--- src/rtl/tamagotchi_pkg.sv ---
// Shared constants and types for the tamagotchi front end: action indices,
// input channel indices, default cycle counts and FSM state encodings.
package tamagotchi_pkg;

    localparam int unsigned ACT_FEED  = 0;
    localparam int unsigned ACT_LIGHT = 1;
    localparam int unsigned ACT_ECHO  = 2;
    localparam int unsigned ACT_HEAL  = 3;
    localparam int unsigned ACT_TEST  = 4;
    localparam int unsigned ACT_SEL   = 5;
    localparam int unsigned NUM_ACT   = 6;
    localparam int unsigned PEND_W    = 3;

    localparam int unsigned CH_FEED  = 0;
    localparam int unsigned CH_LIGHT = 1;
    localparam int unsigned CH_ECHO  = 2;
    localparam int unsigned CH_HEAL  = 3;
    localparam int unsigned CH_TEST  = 4;
    localparam int unsigned NUM_CH   = 5;

    localparam int unsigned CLK_HZ           = 50_000_000;
    localparam int unsigned DEF_DEBOUNCE_CYC = CLK_HZ / 50;
    localparam int unsigned DEF_LONG_CYC     = CLK_HZ * 5;

    typedef enum logic {
        DEB_STABLE   = 1'b0,
        DEB_CHANGING = 1'b1
    } deb_state_e;

    typedef enum logic [1:0] {
        TST_IDLE      = 2'd0,
        TST_PRESSED   = 2'd1,
        TST_LONG_DONE = 2'd2
    } test_state_e;

    function automatic logic [PEND_W-1:0] popcount_act(input logic [NUM_ACT-1:0] v);
        logic [PEND_W-1:0] c;
        c = '0;
        for (int unsigned i = 0; i < NUM_ACT; i++) begin
            c = c + PEND_W'(v[i]);
        end
        return c;
    endfunction

endpackage

--- src/rtl/debounce_channel.sv ---
// Single-channel debouncer: accepts a level change only after the synchronised
// input has differed from the debounced level for DEBOUNCE_CYC consecutive cycles.
module debounce_channel
    import tamagotchi_pkg::*;
#(
    parameter int unsigned DEBOUNCE_CYC = DEF_DEBOUNCE_CYC
) (
    input  logic clk,
    input  logic rst,
    input  logic din,
    output logic level,
    output logic rise,
    output logic fall
);

    localparam int unsigned CW = (DEBOUNCE_CYC > 1) ? $clog2(DEBOUNCE_CYC) : 1;
    localparam logic [CW-1:0] CNT_LAST = CW'(DEBOUNCE_CYC - 1);

    deb_state_e    r_state, w_state_nxt;
    logic [CW-1:0] r_cnt, w_cnt_nxt;
    logic          r_level, w_level_nxt;
    logic          r_rise, w_rise_nxt;
    logic          r_fall, w_fall_nxt;

    always_ff @(posedge clk or posedge rst) begin
        if (rst) begin
            r_state <= DEB_STABLE;
            r_cnt   <= '0;
            r_level <= 1'b0;
            r_rise  <= 1'b0;
            r_fall  <= 1'b0;
        end else begin
            r_state <= w_state_nxt;
            r_cnt   <= w_cnt_nxt;
            r_level <= w_level_nxt;
            r_rise  <= w_rise_nxt;
            r_fall  <= w_fall_nxt;
        end
    end

    // The first mismatching sample counts as 1, so the change lands on the Nth one.
    always_comb begin
        w_state_nxt = r_state;
        w_cnt_nxt   = '0;
        w_level_nxt = r_level;
        w_rise_nxt  = 1'b0;
        w_fall_nxt  = 1'b0;
        case (r_state)
            DEB_STABLE: begin
                if (din != r_level) begin
                    w_state_nxt = DEB_CHANGING;
                    w_cnt_nxt   = CW'(1);
                end
            end
            DEB_CHANGING: begin
                if (din == r_level) begin
                    w_state_nxt = DEB_STABLE;
                end else if (r_cnt == CNT_LAST) begin
                    w_state_nxt = DEB_STABLE;
                    w_level_nxt = din;
                    w_rise_nxt  = din;
                    w_fall_nxt  = ~din;
                end else begin
                    w_cnt_nxt = r_cnt + CW'(1);
                end
            end
            default: w_state_nxt = DEB_STABLE;
        endcase
    end

    assign level = r_level;
    assign rise  = r_rise;
    assign fall  = r_fall;

endmodule

--- src/rtl/action_input_conditioner.sv ---
// Turns raw buttons and sensor levels into single-cycle action pulses for the
// pet FSM: sync, debounce, short/long test-press split, one-pulse-per-cycle arbiter.
module action_input_conditioner
    import tamagotchi_pkg::*;
#(
    parameter int unsigned DEBOUNCE_CYC   = DEF_DEBOUNCE_CYC,
    parameter int unsigned LONG_CYC       = DEF_LONG_CYC,
    parameter bit          BTN_ACTIVE_LOW = 1'b1
) (
    input  logic              clk,
    input  logic              rst,
    input  logic              btn_feed,
    input  logic              btn_heal,
    input  logic              btn_test,
    input  logic              light_dark,
    input  logic              echo_near,
    output logic              feeding,
    output logic              healing,
    output logic              light_out,
    output logic              echo_sig,
    output logic              change_state,
    output logic              test,
    output logic [PEND_W-1:0] pending
);

    localparam int unsigned HW = (LONG_CYC > 1) ? $clog2(LONG_CYC) : 1;
    localparam logic [HW-1:0] HOLD_LAST = HW'(LONG_CYC - 1);
    localparam logic [NUM_CH-1:0] BTN_MASK = 5'b11001;

    logic [NUM_CH-1:0]  w_raw, w_pol, w_din, w_level, w_rise, w_fall;
    logic [NUM_CH-1:0]  r_sync1, r_sync2;
    test_state_e        r_tst_state, w_tst_state_nxt;
    logic [HW-1:0]      r_hold, w_hold_nxt;
    logic               w_req_test, w_req_sel;
    logic [NUM_ACT-1:0] w_req, w_grant, w_pend_nxt;
    logic [NUM_ACT-1:0] r_pend, r_out;
    logic [PEND_W-1:0]  r_pending;
    logic               w_unused;

    assign w_raw = {btn_test, btn_heal, echo_near, light_dark, btn_feed};
    assign w_pol = BTN_ACTIVE_LOW ? BTN_MASK : '0;

    always_ff @(posedge clk or posedge rst) begin
        if (rst) begin
            r_sync1 <= '0;
            r_sync2 <= '0;
        end else begin
            r_sync1 <= w_raw;
            r_sync2 <= r_sync1;
        end
    end

    assign w_din = r_sync2 ^ w_pol;

    for (genvar g = 0; g < NUM_CH; g++) begin : g_deb
        debounce_channel #(
            .DEBOUNCE_CYC(DEBOUNCE_CYC)
        ) u_deb (
            .clk  (clk),
            .rst  (rst),
            .din  (w_din[g]),
            .level(w_level[g]),
            .rise (w_rise[g]),
            .fall (w_fall[g])
        );
    end

    // Levels and the falls of the four simple channels carry no action.
    assign w_unused = ^{w_level, w_fall[CH_HEAL:CH_FEED]};

    always_ff @(posedge clk or posedge rst) begin
        if (rst) begin
            r_tst_state <= TST_IDLE;
            r_hold      <= '0;
        end else begin
            r_tst_state <= w_tst_state_nxt;
            r_hold      <= w_hold_nxt;
        end
    end

    // Test button: release before the hold threshold is a select, reaching it is a test.
    always_comb begin
        w_tst_state_nxt = r_tst_state;
        w_hold_nxt      = r_hold;
        w_req_test      = 1'b0;
        w_req_sel       = 1'b0;
        case (r_tst_state)
            TST_IDLE: begin
                if (w_rise[CH_TEST]) begin
                    w_tst_state_nxt = TST_PRESSED;
                    w_hold_nxt      = '0;
                end
            end
            TST_PRESSED: begin
                if (r_hold == HOLD_LAST) begin
                    w_req_test      = 1'b1;
                    w_tst_state_nxt = TST_LONG_DONE;
                end else if (w_fall[CH_TEST]) begin
                    w_req_sel       = 1'b1;
                    w_tst_state_nxt = TST_IDLE;
                end else begin
                    w_hold_nxt = r_hold + HW'(1);
                end
            end
            TST_LONG_DONE: begin
                if (w_fall[CH_TEST]) begin
                    w_tst_state_nxt = TST_IDLE;
                end
            end
            default: w_tst_state_nxt = TST_IDLE;
        endcase
    end

    always_comb begin
        w_req            = '0;
        w_req[ACT_FEED]  = w_rise[CH_FEED];
        w_req[ACT_LIGHT] = w_rise[CH_LIGHT];
        w_req[ACT_ECHO]  = w_rise[CH_ECHO];
        w_req[ACT_HEAL]  = w_rise[CH_HEAL];
        w_req[ACT_TEST]  = w_req_test;
        w_req[ACT_SEL]   = w_req_sel;
    end

    // Bit order is priority order, so the lowest set bit wins; a same-cycle request re-arms it.
    assign w_grant    = r_pend & (~r_pend + NUM_ACT'(1));
    assign w_pend_nxt = (r_pend & ~w_grant) | w_req;

    always_ff @(posedge clk or posedge rst) begin
        if (rst) begin
            r_pend    <= '0;
            r_out     <= '0;
            r_pending <= '0;
        end else begin
            r_pend    <= w_pend_nxt;
            r_out     <= w_grant;
            r_pending <= popcount_act(w_pend_nxt);
        end
    end

    assign feeding      = r_out[ACT_FEED];
    assign light_out    = r_out[ACT_LIGHT];
    assign echo_sig     = r_out[ACT_ECHO];
    assign healing      = r_out[ACT_HEAL];
    assign test         = r_out[ACT_TEST];
    assign change_state = r_out[ACT_SEL];
    assign pending      = r_pending;

endmodule

--- config.mk ---
export PLATFORM = sky130hd
export DESIGN_NAME = action_input_conditioner
export DESIGN_NICKNAME = d
export VERILOG_FILES = /design/src/rtl/tamagotchi_pkg.sv /design/src/rtl/debounce_channel.sv /design/src/rtl/action_input_conditioner.sv
export SDC_FILE = /design/constraint.sdc
export NUM_CORES = 1
export LEC_CHECK = 0
export BUFFER_PORTS_ARGS = -buffer_cell sky130_fd_sc_hd__buf_2
export CAP_MARGIN = 40
export CORE_MARGIN = 3
export CORE_UTILIZATION = 61
export DETAILED_ROUTE_END_ITERATION = 10
export HOLD_SLACK_MARGIN = 0.12
export PLACE_DENSITY_LB_ADDON = 0.2
export SLEW_MARGIN = 20
export SYNTH_ARGS = -nofsm -noshare
export SYNTH_HDL_FRONTEND = slang
export SYNTH_SLANG_ARGS = --single-unit
--- constraint.sdc ---
create_clock -name clk -period 6.4 [get_ports clk]
set_input_delay 0.64 -clock clk [delete_from_list [all_inputs] [get_ports clk]]
set_output_delay 0.64 -clock clk [all_outputs]
set_load 0.03 [all_outputs]
Word level (Yosys, flattened, before mapping). Index checks and enable logic that the tools add are counted. W data, S select, Z words.

Register bits: 171. Input port bits: 7. Output and inout bits: 9. Word-level logic and storage cells: 157.

$add $sub $neg: 12. Equality and inequality tests: 21. Muxes and demuxes: 71. Bitwise logic cells: 17. Reductions and logical operators: 8.

Operators by type and width (count): $mux W20 (10); $pmux W20 S2 (5); $add A20 B1 Y20 const B (5); $eq A20 B20 Y1 const B (5); $mux W28 (3); $pmux W28 S2 (1); $mux W1 (43); $add A28 B1 Y28 const B (1); $eq A28 B28 Y1 const B (1); $reduce_and A3 Y1 (5); $and A6 B6 Y6 (2); $not A6 Y6 (2); $not A1 Y1 (11); $pmux W1 S2 (5); $add A3 B1 Y3 (3); $add A6 B1 Y6 const B (1); $mux W2 (3); $or A6 B6 Y6 (1); $pmux W2 S3 (1); $eq A1 B1 Y1 (5); $ne A1 B1 Y1 (5); $ne A2 B2 Y1 const B (2); $reduce_and A4 Y1 (1); $add A2 B1 Y3 (1); other kinds (7) (7).

Depth between registers and ports, before layout.
Depth after elaboration: 11. Mapped depth: 14. Gate-level depth less buffers: 12.

Cells and area by module. From an unflattened synthesis, not the netlist that was laid out.

Cells, all modules: 830. Area, all modules: 8441.8 um^2.

By module, submodules not included: debounce_channel at g_deb[0].u_deb ... (times used 4, cells an instance 116, area each 1176.1 um^2, seq. area each 600.6 um^2); action_input_conditioner (times used 1, cells an instance 251, area each 2576.2 um^2, seq. area each 1376.3 um^2); debounce_channel at g_deb[4].u_deb (times used 1, cells an instance 115, area each 1161.1 um^2, seq. area each 600.6 um^2).

Worst setup path after synthesis. OpenSTA, ideal clock, no wires.

Kind: register -> register. Start point: reg r_hold[0]. End point: reg r_pending[1] (netlist: pending[1]). Library setup time: 0.114 ns. Data arrival time: 3.135 ns. Required time: 6.286 ns. Path slack: 3.152 ns. Stages on the path, launching flop included: 15. Buffers on the path: 2. Clock period less this slack: 3.248 ns. Cells stage by stage: dfrtp_1 ha_1 nand3_1 or3_1 buf_6 or4_4 buf_6 o21ai_0 inv_1 fa_1 inv_1 ha_1 inv_1 fa_1 inv_1.

Cells in the longest elaborated chain, start to end: 6. Elaborated cells between the ends (all ways): 8. Those cells by class: add/sub: 2; eq/ne: 1; mux: 4; bitwise: 1.

RTL lines: start, declared (RTL line action_input_conditioner.sv:33) `logic [HW-1:0] r_hold, w_hold_nxt;`; start signal, assigned (RTL line action_input_conditioner.sv:77) `r_hold <= w_hold_nxt;`; $eq A28 B28 Y1 (RTL line action_input_conditioner.sv:95) `if (r_hold == HOLD_LAST) begin`; $mux W1 (RTL line action_input_conditioner.sv:95); $mux W1 (RTL line action_input_conditioner.sv:87) `case (r_tst_state)`; $or A6 B6 Y6 (RTL line action_input_conditioner.sv:126) `assign w_pend_nxt = (r_pend & ~w_grant) | w_req;`; named net w_pend_nxt[4] (RTL line action_input_conditioner.sv:35) `logic [NUM_ACT-1:0] w_req, w_grant, w_pend_nxt;`; $add A3 B1 Y3 (2 in a row) (RTL line tamagotchi_pkg.sv:40) `c = c + PEND_W'(v[i]);`; end signal, assigned (RTL line action_input_conditioner.sv:136) `r_pending <= popcount_act(w_pend_nxt);`; end, declared (RTL line action_input_conditioner.sv:37) `logic [PEND_W-1:0] r_pending;`.

The timed path passes the listed nets, and every way through them passes these cells. A chain may end at the register's enable or synchronous reset.

Worst setup path in the final report.
Start point: reg r_hold[0]. End point: reg r_pending[1] (netlist: pending[1]).

Cells in the longest elaborated chain, start to end: 6. Elaborated cells between the ends (all ways): 8. Those cells by class: add/sub: 2; eq/ne: 1; mux: 4; bitwise: 1.

RTL lines (RTL line): $eq A28 B28 Y1 * (action_input_conditioner.sv:95); $mux W1 (action_input_conditioner.sv:95); $mux W1 (action_input_conditioner.sv:87); $or A6 B6 Y6 * (action_input_conditioner.sv:126); $add A3 B1 Y3 (tamagotchi_pkg.sv:40); $add A3 B1 Y3 * (tamagotchi_pkg.sv:40).

Mark *: on every way between the ends. The rest lies on a longest branch, timed or not.

==> metrics.md <==
| Metric | Value |
|---|---|
| Status | finished clean |
| 1st-iter DRT viols | between 500 and 600 |
| Clock network fraction of total power | a little under half |
| Busiest grt layer | met2 |
| Post-layout util | 70.9% |
| Worst Reg-to-Reg Cells | 12 |
| First-pass GRT wire length | about 26 mm |
| Worst Setup End Kind | register |
| Slew Limit Fails | 0 |
| Clock Skew | roughly 11 ps |
| Switching share of power | a little under a quarter |
| Top post-synthesis cells by area | dfrtp_1 54%, xor2_1 7.6%, nor2_1 6.5% |
| Startpoint types | register |
| DRT Pass-1 Iters | 5 |
| Synthesis-to-finish area growth | 10.9% |
| Static Leakage | slightly below 4 nW |
| Nets@finish | 810 |
| Post-synth top flop | dfrtp_1 |
| Crit path arrival time | 3860 ps |
| RSZ-0062 raised after global routing | no |
| Library cells used by synthesis | 48 |
| Post-Synth Simple-Gate Area | approximately a quarter |
| Post-Route WL | about 15 mm |
| Slew headroom | 41.4% |
| Pwr/cell area | 242 mW/mm2 |
| Sw power | 0.000487 W |
| N_diodes | 0 |
| Max VDD drop | 0.240 mV |
| Hold-fix buffers, CTS | 0 |
| Yosys reg bits | 171 |
| Total track usage | approximately 22% |
| Setup TNS | 0 ps |
| Clock sinks | around 170 |
| M1 GR Usage | ~30% |
| Clock transition at path regs | about 70 ps |
| Post-layout min period | 3530 ps |
| Worst hold path class | input port to register |
| Input/output buffers | 15 |
| Starting Density | 64.0% |
| Num ports | 16 |
| Hold_sp | btn_feed |
| Commonest non-fill, non-tap cell in the layout | dfrtp_1 |
| Root buffer cell | clkbuf_16 |
| Cells after Synth | 770 |
| Fmax achieved | approximately 0.28 GHz |
| Die Height | 120 um |
| Hold WS | 316 ps |
| Vias in the first global route | about 5600 |
| Pint | 0.00163 W |
| Core box area | roughly 0.012 mm2 |
| Synth async-reset ratio | 100% |
| Initial antenna violation count | 0 |
| Mux share of post-synthesis cell area | less than 1% |
| Hold Fails Final Rpt | 0 |
| Cell Area, Placed | between 0.008 and 0.009 mm2 |
| Largest net degree at the start of global routing | 96 |
| Area share of the largest cell type after synthesis | a little over half |
| ANT nets after route | 0 |
| Largest family of logic cells by synthesized area | simple AND/OR/NAND/NOR gates |
| Postcts setup bufs | 0 |
| Max cap viols | 0 |
| Global placement routability congestion | 0.890 |
| Worst Hold Path EP | r_sync1[0]$_DFF_PP0_ |
| Hold depth | 1 |
| Grt met3 use | under 10% |
| Full die area | approximately 0.014 mm2 |
| R2r endpoint | pending[1]$_DFF_PP0_ |
| Worst Setup Slack, final | about 2900 ps |
| Syn Area/Cell | about 10 um2 |
| Mapped Area | 0.00791 mm2 |
| Final instance area | ~0.009 mm2 |
| CTS max path bufs | 2 |
| Seq/Total Area, Yosys | a little over half |
| Count of flip-flops with a built-in enable after synthesis | 0 |
| Row count | 40 |
| Sequential Power Share | 51.9% |
| # resized after CTS | 0 |
| Post-detail-place hpwl | between 9 and 10 mm |
| Worst-path fanout max | 8 |
| Fill cells | a little under 900 |
| Layout cell share with drive strength beyond 1 | slightly above 8% |
| DRC violations left | 0 |
| H-tree Lvls | 4 |
| Grt ovf | 0 |
| Worst Path Required | ~6700 ps |
| Post-synthesis adder-cell area fraction | between 1.5 and 2% |
| Final Cycle Share | 55.2% |
| Compound-cell area share of the yosys netlist | a little under 3% |
| Most frequent cells in the layout | 171 x dfrtp_1, 137 x nor2_1, 69 x xor2_1, 51 x nand2_1, 50 x nand3_1 |
| GR Layer Usage met2 | a little over a third |
| Total CTS buffers | 17 |
| Worst flop-to-flop path startpoint | r_hold[0]$_DFFE_PP0P_ |
| Die width | around 120 um |
| Setup WS pre-CTS | 2960 ps |
| Worst-Margin Slew | just under 900 ps |
| Syn_nets | between 700 and 800 |
| Yosys warning count | 0 |
| Routed via count | ~5600 |
| Type of the worst setup path | register to register |
| Clk_lat worst skew | between 400 and 500 ps |
| Average wire per standard cell | between 15 and 20 um |
| Flop2flop setup slack | approximately 2900 ps |
| Final setup fails | 0 |
| Vias per inst | roughly 5.7 |
| XOR/XNOR share of the synthesized area | 13.0% |
| Comb power frac | roughly 2.5% |
| Top cell type by total area after synthesis | dfrtp_1 |
| CTS tree | done |
layer usage:
layer	routed length (um)	vias to the layer above	part of all wire, %
met3	695	20	4.6
met1	6880	2732	46
met4	203	0	1.3
li1	-	2689	-
met2	7270	121	48
met5	0	-	0
kinds of logic after synthesis:
group	count (synthesis)
mux	5
compound gates	35
fa+ha+maj	10
flops	171
buf+inv	42
simple gates	390
xor+xnor	117
worst max-delay path, cell delays in order, from the launching register on:
cell	delay, ps
dfrtp_1	420
ha_1	260
nand3_1	170
or3_1	470
or3_2	530
nor2b_1	200
a22oi_1	180
fa_1	450
inv_1	70
ha_1	130
inv_1	50
fa_1	470
inv_1	40
registers in the layout, indices dropped and copies added (netlist names):
name / flops
g_deb.u_deb.r_cnt: 100
r_hold: 28
r_out: 6
r_pend: 6
g_deb.u_deb.level: 5
g_deb.u_deb.r_state: 5
g_deb.u_deb.rise: 5
r_sync1: 5
r_sync2: 5
pending: 3
r_tst_state: 2
g_deb.u_deb.fall: 1
stage by stage:
step	total power, W	std cells
3_3_place_gp	0.00117	938
6_report	0.00212	974
2_1_floorplan	0.00115	770
4_1_cts	0.00214	972
3_5_place_dp	0.00117	940
5_1_grt	0.00220	974
cells in the mapped netlist (all sizes together) (2+ instances only):
library cell / instances
o21ai: 4
nand2: 52
clkbuf: 14
and2: 5
o21a: 5
xor2: 69
and3: 16
nor2b: 4
and4b: 2
nand4: 30
and4: 18
nor2: 137
or2: 6
a22o: 2
nor3: 18
mux2: 2
nor3b: 6
inv: 24
or3: 3
a21o: 4
nand2b: 5
nor4bb: 4
nand4b: 4
dfrtp: 171
nand3: 50
a32o: 2
nor4: 25
ha: 7
a21oi: 11
xnor2: 48
fa: 3
buf: 4
nor4b: 3
mux2i: 3
o31ai: 2
final cells by class:
type	instances	area [um2]	area share, %
flip-flops and latches	171	4280	48.8
multi-input cells	557	3460	39.4
clock buffers	20	457	5.21
well taps	168	210	2.40
repair buffers	22	166	1.90
clock inverters	12	104	1.18
inverters	24	95.1	1.08
how the worst max path moves through the flow:
stage | start | endpoint
floorplan | rst | g_deb[0].u_deb.level$_DFFE_PP0P_
global placement | r_hold[0]$_DFFE_PP0P_ | pending[1]$_DFF_PP0_
detailed placement | r_hold[0]$_DFFE_PP0P_ | pending[1]$_DFF_PP0_
CTS | r_hold[0]$_DFFE_PP0P_ | pending[1]$_DFF_PP0_
global route | r_hold[0]$_DFFE_PP0P_ | pending[1]$_DFF_PP0_
finish | r_hold[0]$_DFFE_PP0P_ | pending[1]$_DFF_PP0_
power by group through the flow:
stage | Combinational (W) | Clock (W) | Sequential, W
floorplan | 0.0000370 | 0 | 0.00112
CTS | 0.0000513 | 0.000989 | 0.00110
detailed placement | 0.0000509 | 0 | 0.00112
finish | 0.0000521 | 0.000968 | 0.00110
global route | 0.0000603 | 0.00104 | 0.00110
global placement | 0.0000469 | 0 | 0.00112
Note: power is estimated with default switching activity, not from simulation.
